$ cat src/rtl/alu_issue_ctrl.sv
// rtl/alu_issue_ctrl.sv - multicycle issue/writeback controller for a 4-bit combinational ALU
// Accepts one reg-to-reg instruction per 3 cycles: IDLE (accept) -> EXEC (ALU settles) -> WB.
module alu_issue_ctrl #(
  parameter int                DATA_W    = 4,
  parameter int                ADDR_W    = 2,
  parameter logic [DATA_W-1:0] RESET_VAL = '0
) (
  input  logic              clk,
  input  logic              rst,
  input  logic              instr_valid,
  output logic              instr_ready,
  input  logic [2:0]        instr_opcode,
  input  logic [ADDR_W-1:0] instr_rd,
  input  logic [ADDR_W-1:0] instr_rs1,
  input  logic [ADDR_W-1:0] instr_rs2,
  output logic [DATA_W-1:0] alu_ip1,
  output logic [DATA_W-1:0] alu_ip2,
  output logic [2:0]        alu_opcode,
  input  logic [DATA_W-1:0] alu_op,
  output logic              wb_valid,
  output logic [ADDR_W-1:0] wb_addr,
  output logic [DATA_W-1:0] wb_data,
  output logic              wb_zero,
  input  logic              init_we,
  input  logic [ADDR_W-1:0] init_addr,
  input  logic [DATA_W-1:0] init_data,
  input  logic [ADDR_W-1:0] dbg_addr,
  output logic [DATA_W-1:0] dbg_data
);

  localparam int DEPTH = 1 << ADDR_W;

  typedef enum logic [1:0] {
    S_IDLE = 2'd0,
    S_EXEC = 2'd1,
    S_WB   = 2'd2
  } state_t;

  state_t            r_state;
  state_t            w_next_state;
  logic              w_accept;
  logic [DATA_W-1:0] r_regs [DEPTH];
  logic [DATA_W-1:0] r_ip1;
  logic [DATA_W-1:0] r_ip2;
  logic [2:0]        r_opcode;
  logic [ADDR_W-1:0] r_rd;
  logic              r_wb_valid;
  logic [ADDR_W-1:0] r_wb_addr;
  logic [DATA_W-1:0] r_wb_data;
  logic              r_wb_zero;

  always_ff @(posedge clk or posedge rst) begin
    if (rst) begin
      r_state <= S_IDLE;
    end else begin
      r_state <= w_next_state;
    end
  end

  always_comb begin
    w_next_state = r_state;
    instr_ready  = 1'b0;
    w_accept     = 1'b0;
    case (r_state)
      S_IDLE: begin
        instr_ready = ~rst;
        w_accept    = instr_valid;
        if (instr_valid) begin
          w_next_state = S_EXEC;
        end
      end
      S_EXEC:  w_next_state = S_WB;
      S_WB:    w_next_state = S_IDLE;
      default: w_next_state = S_IDLE;
    endcase
  end

  // Accept reads use pre-edge register values, so a same-edge init write is not seen.
  always_ff @(posedge clk or posedge rst) begin
    if (rst) begin
      for (int i = 0; i < DEPTH; i++) begin
        r_regs[i] <= RESET_VAL;
      end
      r_ip1      <= '0;
      r_ip2      <= '0;
      r_opcode   <= '0;
      r_rd       <= '0;
      r_wb_valid <= 1'b0;
      r_wb_addr  <= '0;
      r_wb_data  <= '0;
      r_wb_zero  <= 1'b1;
    end else begin
      r_wb_valid <= (r_state == S_EXEC);
      if (w_accept) begin
        r_ip1    <= r_regs[instr_rs1];
        r_ip2    <= r_regs[instr_rs2];
        r_opcode <= instr_opcode;
        r_rd     <= instr_rd;
      end
      if ((r_state == S_IDLE) && init_we) begin
        r_regs[init_addr] <= init_data;
      end
      if (r_state == S_EXEC) begin
        r_regs[r_rd] <= alu_op;
        r_wb_addr    <= r_rd;
        r_wb_data    <= alu_op;
        r_wb_zero    <= (alu_op == '0);
      end
    end
  end

  assign alu_ip1    = r_ip1;
  assign alu_ip2    = r_ip2;
  assign alu_opcode = r_opcode;
  assign wb_valid   = r_wb_valid;
  assign wb_addr    = r_wb_addr;
  assign wb_data    = r_wb_data;
  assign wb_zero    = r_wb_zero;
  assign dbg_data   = r_regs[dbg_addr];

endmodule
$ cat config.mk
export PLATFORM = sky130hd
export DESIGN_NAME = alu_issue_ctrl
export DESIGN_NICKNAME = d
export VERILOG_FILES = /design/src/rtl/alu_issue_ctrl.sv
export SDC_FILE = /design/constraint.sdc
export NUM_CORES = 1
export LEC_CHECK = 0
export BUFFER_PORTS_ARGS = -buffer_cell sky130_fd_sc_hd__buf_4
export CORE_UTILIZATION = 50
export CTS_BUF_LIST = sky130_fd_sc_hd__clkbuf_8
export DETAILED_ROUTE_END_ITERATION = 6
export PLACE_DENSITY = 0.87
export SYNTH_ARGS = -nofsm -noshare
export SYNTH_HDL_FRONTEND = slang
export SYNTH_SLANG_ARGS = --single-unit
$ cat constraint.sdc
create_clock -name clk -period 4.1 [get_ports clk]
set_input_delay 0.205 -clock clk [delete_from_list [all_inputs] [get_ports clk]]
set_output_delay 0.205 -clock clk [all_outputs]
set_load 0.01 [all_outputs]
### Yosys cells after proc, flatten, opt, wreduce, memory -nomap -nowiden

Cells that the tools add are included.

* reduce and logical (&&, ||, !) cells: 5
* $lt $le $gt $ge: 7
* multiplexer cells: 21
* bitwise logic cells: 6
* equal/unequal tests: 2

Operator list (number)
* 16-bit bitwise mux: 2
* 16-bit 2-to-1 mux: 2
* 4-bit 2-to-1 mux: 8
* 4-bit binary-select mux with 2-bit select: 3
* 4-bit demux with 2-bit select: 2
* 3-bit greater-or-equal comparator, second input constant: 5
* 2-bit inverter with 3-bit output: 5
* 3-bit by 1-bit < comparator with 1-bit output, second input constant: 2
* 4-bit logical NOT: 1
* 2-bit case mux with 2 select lines: 1
* 1-bit logical AND: 3
* 2-bit by 1-bit equality test with 1-bit output, second input constant: 1
* 2-bit logical NOT: 1
* 1-bit 2-to-1 mux: 2
* 2-bit 2-to-1 mux: 1
* 2-bit != test, second input constant: 1
* 1-bit inverter: 1

* bits of input ports: 25
* word-level logic and storage cells: 54
* flip-flop bits (word level): 39
* output and inout bits: 24

### Longest topological paths before layout

Gate-level depths: netlist of run 1.

* word-level depth: 9
* mapped depth: 6
* mapped depth without buffers: 4

### Least setup slack after synthesis of run 1

OpenSTA, ideal clock, no wires.

* kind: flip-flop to flip-flop
* start: register r_state[0]
* end: register r_ip1[0], in the netlist alu_ip1[0]
* data required time: 3.975 ns
* stages on the path, launching flop included: 5
* clock period less this slack: 1.430 ns
* arrival time: 1.305 ns
* setup time: 0.125 ns
* slack: 2.670 ns
* buffers on the path: 2
* cells stage by stage: dfrtp_1 -> buf_6 -> nor3b_4 -> buf_6 -> mux2_2

* longest elaborated chain between the ends: 2

RTL lines
* start: declaration: line 39 `state_t r_state;`
* start signal: assignment: line 56 `r_state <= w_next_state;`
* 2-bit logical NOT: line 64 `case (r_state)`
* 1-bit 2-to-1 mux: line 64
* end signal: assignment: line 95 `r_ip1 <= r_regs[instr_rs1];`
* end: declaration: line 43 `logic [DATA_W-1:0] r_ip1;`

No other way between the ends.
A chain may end at the register's enable or synchronous reset.

### Worst setup path in the final report of run 1

* start: register r_state[0]
* end: register r_ip2[3], in the netlist alu_ip2[3]

* longest elaborated chain between the ends: 2

RTL lines
* 2-bit logical NOT: line 64
* 1-bit 2-to-1 mux: line 64
* end signal: assignment: line 96 `r_ip2 <= r_regs[instr_rs2];`
* end: declaration: line 44 `logic [DATA_W-1:0] r_ip2;`

No other way between the ends.

==> reports/qor.txt, run 1 <==
Critical path class -> reg2reg
Port buffer count -> 48
DR DRC count -> 0
Number of hold buffers added after cts -> 1
Max Fanout on Critical Path -> 14
Syn_nets -> 205
Max_cap viols -> 0
Setup-failing EPs final -> 0
Hold slack final -> 0.126 ns
Final WL -> 4680 um
Die Span Y -> 66.3 um
DR WL/cell -> 16.8 um
FF-to-FF End -> alu_ip2[3]
Post-synthesis xor/xnor area fraction -> 0
Clk pin slew, worst setup/hold paths -> 0.07 ns
Die W -> 66.3 um
DP Area -> 2440 um^2
Final Cycle Share -> 0.428
H-tree depth -> 2
Arrival time of the worst setup path -> 1.94 ns
Global-route wire length before repair -> 7980 um
Hold Path Class -> in2reg
Clk root buf -> clkbuf_8
Commonest cells after routing, fill and taps aside -> 49 x buf_4, 43 x nand2_1, 38 x dfrtp_1
Commonest non-fill, non-tap cell in the layout -> buf_4
Worst reg2reg path depth -> 2
CTS tree -> built
Area of the multi-input gates -> 1020 um^2
Cell area after layout -> 2540 um^2
Status -> completed
Simple-gate share of the synthesized area -> 0.209
Via count -> 1581
Dpl hpwl -> 3480 um
Library cells used by synthesis -> 36
Final Hold Viols -> 0
Sequential cell area -> 977 um^2
Largest net degree at the start of global routing -> 32
Final nets -> 253
Initial Utilization -> 0.517
PwrDens -> 600 nW/um^2
Multiplexer share of the synthesized area -> 0.201
CTS sink count -> 39
Drt first-iter violations -> 129
Clock latency on the worst-skew pair -> 0.30 ns
RR Startpoint -> r_state[0]
Initial antenna violation count -> 0
# diodes -> 0
FF-to-FF setup slack -> 2.35 ns
Cts bufs inserted -> 5
CP Launch Type -> flip-flop
Setup TNS -> 0 ns
Total die area -> 4400 um^2
Number of vias per cell -> 5.69
Yosys warns -> 0
Synth Area in Compound Gates -> 0.0846
Fill cell total of the finished layout -> 336
Num ports -> 49
Peak Freq -> 0.570 GHz
Synthesized area -> 2070 um^2
Synth Area in Adders -> 0
Fin util -> 0.635
Setup Fix Bufs, Post-CTS -> 0
Layout area overhead -> 22.7%
Maximum VDD drop -> 0.286 mV
Syn avg cell area -> 11.5 um^2
Core area -> 4000 um^2
Worst slew pin tran -> 0.698 ns
Remaining Overflow, GRT -> 0
Final Max Slew Viols -> 0
Slew headroom -> 0.534
Share of cells above drive strength 1 -> 0.377
Routability cong. -> 0.783
Critical path endpoint category -> flip-flop
Post-CTS Resized -> 0
Unrepaired setup endpoints after global routing -> no
CP endpoint -> alu_ip2[3]
DRT Pass-1 Iters -> 4
Overall routing resource usage -> 0.250
Cells after Synth -> 180
Static Leakage -> 1.13 nW
Post-layout minimum cycle time -> 1.75 ns
Critical Path RT -> 4.28 ns
Clk buf depth -> 2
Flops & latches, synth -> 39
Post-DRT Antenna Nets -> 0
Largest family of logic cells by synthesized area -> simple AND/OR/NAND/NOR gates
Seq/Total Area, Yosys -> 0.472
Rows -> 23
Vias in the first global route -> 1667
Skew final -> 0.00623 ns
Crit. Startpoint -> r_state[0]
## layout make-up
cell class | count | area share
flip-flops and latches | 39 | 0.385
inverters | 3 | 0.00443
multi-input cells | 129 | 0.403
clock inverters | 1 | 0.00197
well taps | 50 | 0.0246
clock buffers | 6 | 0.0325
repair buffers | 50 | 0.149
## report_power, final
part	total (mW)	internal [mW]	switching, mW
combinational	0.567	0.341	0.225
clock	0.264	0.132	0.132
sequential	0.694	0.543	0.151
## critical path, stage by stage (launching register included)
cell	delay, ns
dfrtp_1	0.55
nor3b_4	0.67
mux2_2	0.41
## cell usage after synthesis (all sizes together)
master | n | area, um^2
nand2 | 43 | 161
dfrtp | 38 | 951
mux2 | 13 | 146
mux4 | 12 | 270
o21ai | 9 | 45.0
a31oi | 8 | 50.1
buf | 8 | 53.8
nand3 | 8 | 40.0
nor2 | 8 | 30.0
o211ai | 8 | 80.1
nor2b | 4 | 25.0
inv | 3 | 11.3
and2 | 2 | 15.0
nand4bb | 2 | 22.5
or4b | 2 | 23.8
and4b | 1 | 10.0
and4bb | 1 | 12.5
clkbuf | 1 | 3.75
dfstp | 1 | 26.3
nand2b | 1 | 6.26
nand4b | 1 | 8.76
nor3 | 1 | 5.00
nor3b | 1 | 18.8
nor4b | 1 | 23.8
nor4bb | 1 | 10.0
or4 | 1 | 7.51
or4bb | 1 | 11.3
## registers in the layout (all words and copies together), names as in the netlist
name and cells:
r_regs 16, alu_ip1 4, alu_ip2 4, wb_data 4, alu_opcode 3, r_rd 2, r_state 2, wb_addr 2
wb_valid 1, wb_zero 1
## kinds of logic (layout without fill, tap and decap cells)
logic type             count (synthesis)  after routing
and+or+nand+nor                       79             79
DFF                                   39             39
AOI/OAI and AO/OA                     25             25
muxes                                 25             25
buffers and inverters                 12             60
## routing by layer
metal	vias up	wire (um)	global-route usage
met5	-	0	0
met4	0	138	0.133
met3	14	267	0.0517
met2	64	2300	0.402
met1	753	1970	0.317
li1	750	-	-
## stage by stage
stage          std cells  setup WS (ns)  total power, mW
2_1_floorplan        180           2.67             1.01
3_3_place_gp         270           2.43             1.22
3_5_place_dp         270           2.34             1.27
4_1_cts              278           2.33             1.53
5_1_grt              278           2.24             1.62
6_report             278           2.35             1.52
## worst min path at each step
stage	end	slack, ns	startpoint	cells past startpoint
after CTS	alu_opcode[2]	0.12	instr_opcode[2]	2
after floorplan	wb_data[0]	0.31	alu_op[0]	2
final	alu_opcode[2]	0.13	instr_opcode[2]	2
after global routing	alu_opcode[2]	0.13	instr_opcode[2]	2
after global placement	wb_addr[1]	0.19	rst	2
after detailed placement	wb_addr[0]	0.19	rst	2
(Power assumes the default switching activity.)
==> inputs of run 2 (changes only) <==
--- a/config.mk
+++ b/config.mk
@@ -9,7 +9,7 @@
 export CORE_UTILIZATION = 50
 export CTS_BUF_LIST = sky130_fd_sc_hd__clkbuf_8
 export DETAILED_ROUTE_END_ITERATION = 6
-export PLACE_DENSITY = 0.87
+export PLACE_DENSITY = 0.9
 export SYNTH_ARGS = -nofsm -noshare
 export SYNTH_HDL_FRONTEND = slang
 export SYNTH_SLANG_ARGS = --single-unit
==> constraint.sdc (replaced) <==
create_clock -name clk -period 1.51 [get_ports clk]
set_input_delay 0.0755 -clock clk [delete_from_list [all_inputs] [get_ports clk]]
set_output_delay 0.0755 -clock clk [all_outputs]
set_load 0.01 [all_outputs]
==> run 2 against run 1 <==
  * Via count rose by 4.1%
  * Clock skew is 0.0019 ns higher
  * Register-to-register slack got worse by 2.3 ns
  * Sequential power rose to 2.7 times the previous value
  * Die area unchanged
  * Combinational power grew to 2.8 times the previous value
  * Fmax rose by 22%
  * Critical endpoint is now r_regs[15]
  * Design area increased by 4.6%
  * Sequential share of layout area decreased by 1.7 points
  * Clock-buffer cell count fell by 1
==> reports/qor.txt, run 2 (synthesis gave the netlist of run 1 again) <==
Share of cells above drive strength 1 -> 0.397 (was 0.377)
Fill cell total of the finished layout -> 319 (was 336)
FF-to-FF End -> r_regs[15] (was alu_ip2[3])
Sequential power share -> 0.449 (was 0.455)
Worst reg2reg path depth -> 3 (was 2)
Unrepaired setup endpoints after global routing -> no (unchanged)
Status -> completed (unchanged)
# diodes -> 0 (unchanged)
Rows -> 23 (unchanged)
Dpl hpwl -> 3480 um (about the same)
Vias in the first global route -> 1729 (was 1667)
Final nets -> 266 (was 253)
Post-DRT Antenna Nets -> 0 (unchanged)
Placed Cells -> 279 (was 270)
Switch Pwr -> 1.34 mW (was 508 uW)
Arrival time of the worst setup path -> 1.62 ns (was 1.94 ns)
Detail Route met2 WL -> 2230 um (was 2300 um)
Critical path buffers and inverters -> 0 (unchanged)
Final worst-path setup slack -> 0.0694 ns (was 2.35 ns)
Num ports -> 49 (unchanged)
Commonest cells after routing, fill and taps aside -> 57 x buf_4, 43 x nand2_1, 37 x dfrtp_1 (was 49 x buf_4, 43 x nand2_1, 38 x dfrtp_1)
Core area -> 4000 um^2 (unchanged)
CP max-delay cell -> or4b_4 (was nor3b_4)
PwrDens -> 1550 nW/um^2 (was 600 nW/um^2)
H-tree depth -> 2 (unchanged)
Final Cycle Share -> 0.954 (was 0.428)
Critical path endpoint category -> flip-flop (unchanged)
Cts bufs inserted -> 5 (unchanged)
Static Leakage -> 1.20 nW (was 1.13 nW)
Met1 wire length -> 1990 um (was 1970 um)
CTS tree -> built (unchanged)
Max Fanout on Critical Path -> 9 (was 14)
Highest routing layer actually used -> met4 (unchanged)
Critical path class -> reg2reg (unchanged)
Sw Share -> 0.327 (was 0.333)
Worst path cell trace -> or4b_4 -> o21ai_1 -> a31oi_1 (was nor3b_4 -> mux2_2)
Port buffer count -> 48 (unchanged)
Final Max Slew Viols -> 0 (unchanged)
Setup Fix Bufs, Post-CTS -> 0 (unchanged)
Largest net degree at the start of global routing -> 40 (was 32)
Slew headroom -> 0.673 (was 0.534)
Initial antenna violation count -> 0 (unchanged)
Number of vias per cell -> 5.64 (was 5.69)
Fin util -> 0.664 (was 0.635)
Critical Path RT -> 1.69 ns (was 4.28 ns)
Setup-failing EPs final -> 0 (unchanged)
Clk root buf -> clkbuf_8 (unchanged)
CP Launch Type -> flip-flop (unchanged)
Int Power -> 2.76 mW (was 1.02 mW)
Overall routing resource usage -> 0.250 (about the same)
Hold Path Class -> in2reg (unchanged)
DRT Pass-1 Iters -> 4 (unchanged)
Remaining Overflow, GRT -> 0 (unchanged)
Routability cong. -> 0.893 (was 0.783)
Setup TNS -> 0 ns (unchanged)
Worst hold path endpoint -> alu_opcode[0] (was alu_opcode[2])
Drt first-iter violations -> 130 (was 129)
Final Hold Viols -> 0 (unchanged)
Slowest cell delay on critical path -> 0.59 ns (was 0.67 ns)
WL met3 -> 268 um (was 267 um)
Final WL -> 4560 um (was 4680 um)
Worst slew pin tran -> 0.491 ns (was 0.698 ns)
Setup WS pre-CTS -> -0.00387 ns (was 2.34 ns)
Clk buf depth -> 2 (unchanged)
Worst hold start -> instr_opcode[0] (was instr_opcode[2])
Clock share of power -> 0.160 (was 0.173)
Gate power share -> 0.391 (was 0.372)
Global-route wire length before repair -> 8050 um (was 7980 um)
Die W -> 66.3 um (unchanged)
Layout area overhead -> 28.4% (was 22.7%)
Max FFs per register -> 16 (unchanged)
Max_cap viols -> 0 (unchanged)
CTS sink count -> 39 (unchanged)
Clk pin slew, worst setup/hold paths -> 0.07 ns (about the same)
CP delay by family, top -> simple AND/OR/NAND/NOR gates (unchanged)
Final Instance Count excl. Fillers -> 292 (was 278)
Register ranked first by flip-flop count -> r_regs (unchanged)
Hold slack final -> 0.0105 ns (was 0.126 ns)
Initial Utilization -> 0.517 (unchanged)
Post-layout minimum cycle time -> 1.44 ns (was 1.75 ns)
Via count -> 1646 (was 1581)
Peak Freq -> 0.694 GHz (was 0.570 GHz)
FF-to-FF setup slack -> 0.07 ns (was 2.35 ns)
RR Startpoint -> r_state[1] (was r_state[0])
DR DRC count -> 0 (unchanged)
Hold-critical path depth -> 2 (unchanged)
Total die area -> 4400 um^2 (unchanged)
Skew final -> 0.00814 ns (was 0.00623 ns)
Commonest non-fill, non-tap cell in the layout -> buf_4 (unchanged)
Die Span Y -> 66.3 um (unchanged)
DR WL/cell -> 15.6 um (was 16.8 um)
Clock latency on the worst-skew pair -> 0.30 ns (about the same)
Maximum VDD drop -> 0.777 mV (was 0.286 mV)
## run 2: cell types whose count changed in the layout (fill, tap and decap cells not counted), sizes merged
| cell | delta |
|---|---|
| clkinv | -1 |
| buf | +9 |
| dlygate4sd3 | +4 |
| clkbuf | -1 |
| inv | +3 |
## run 2: worst max path at each step
stage                 endpoint  startpoint  cells after the start
floorplan           alu_ip1[0]  r_state[0]                      4
global placement    r_regs[14]  r_state[1]                      3
detailed placement  r_regs[13]  r_state[1]                      3
CTS                 r_regs[12]  r_state[0]                      3
global route         r_regs[4]  r_state[1]                      3
finish              r_regs[15]  r_state[1]                      3
## run 2: metrics by stage
| stage | total power [mW] | instance area (um^2) |
|---|---|---|
| global route | 4.42 | 2660 |
| CTS | 4.14 | 2660 |
| global placement | 3.38 | 2520 |
| finish | 4.11 | 2660 |
| detailed placement | 3.47 | 2520 |
| floorplan | 2.74 | 2070 |
## run 2: power by group through the flow
stage,clock network (mW),registers [mW],logic (mW)
2_1_floorplan,0,1.83,0.910
3_3_place_gp,0,1.82,1.55
3_5_place_dp,0,1.85,1.61
4_1_cts,0.679,1.84,1.63
5_1_grt,0.722,1.92,1.78
6_report,0.658,1.84,1.60
## run 2: final cells by class
class,instances,area [um^2],area share
Clock buffer,5,68.8,0.0259
Timing Repair Buffer,63,498,0.187
Inverter,3,11.3,0.00424
Clock inverter,3,11.3,0.00424
Sequential cell,39,978,0.368
Multi-Input combinational cell,129,1030,0.387
Tap cell,50,62.6,0.0235
## run 2: repair_timing
action | CTS | global route
hold buffers | 5 | 0
endpoints found under the setup margin | 1 | 10
resized for setup | 1 | 2
endpoints found under the hold margin | 42 | 0
## run 2: layer usage
layer,track usage,up-vias
met2,0.426,57
met4,0.0718,0
met3,0.0603,6
li1,-,776
met1,0.314,807
met5,0,-
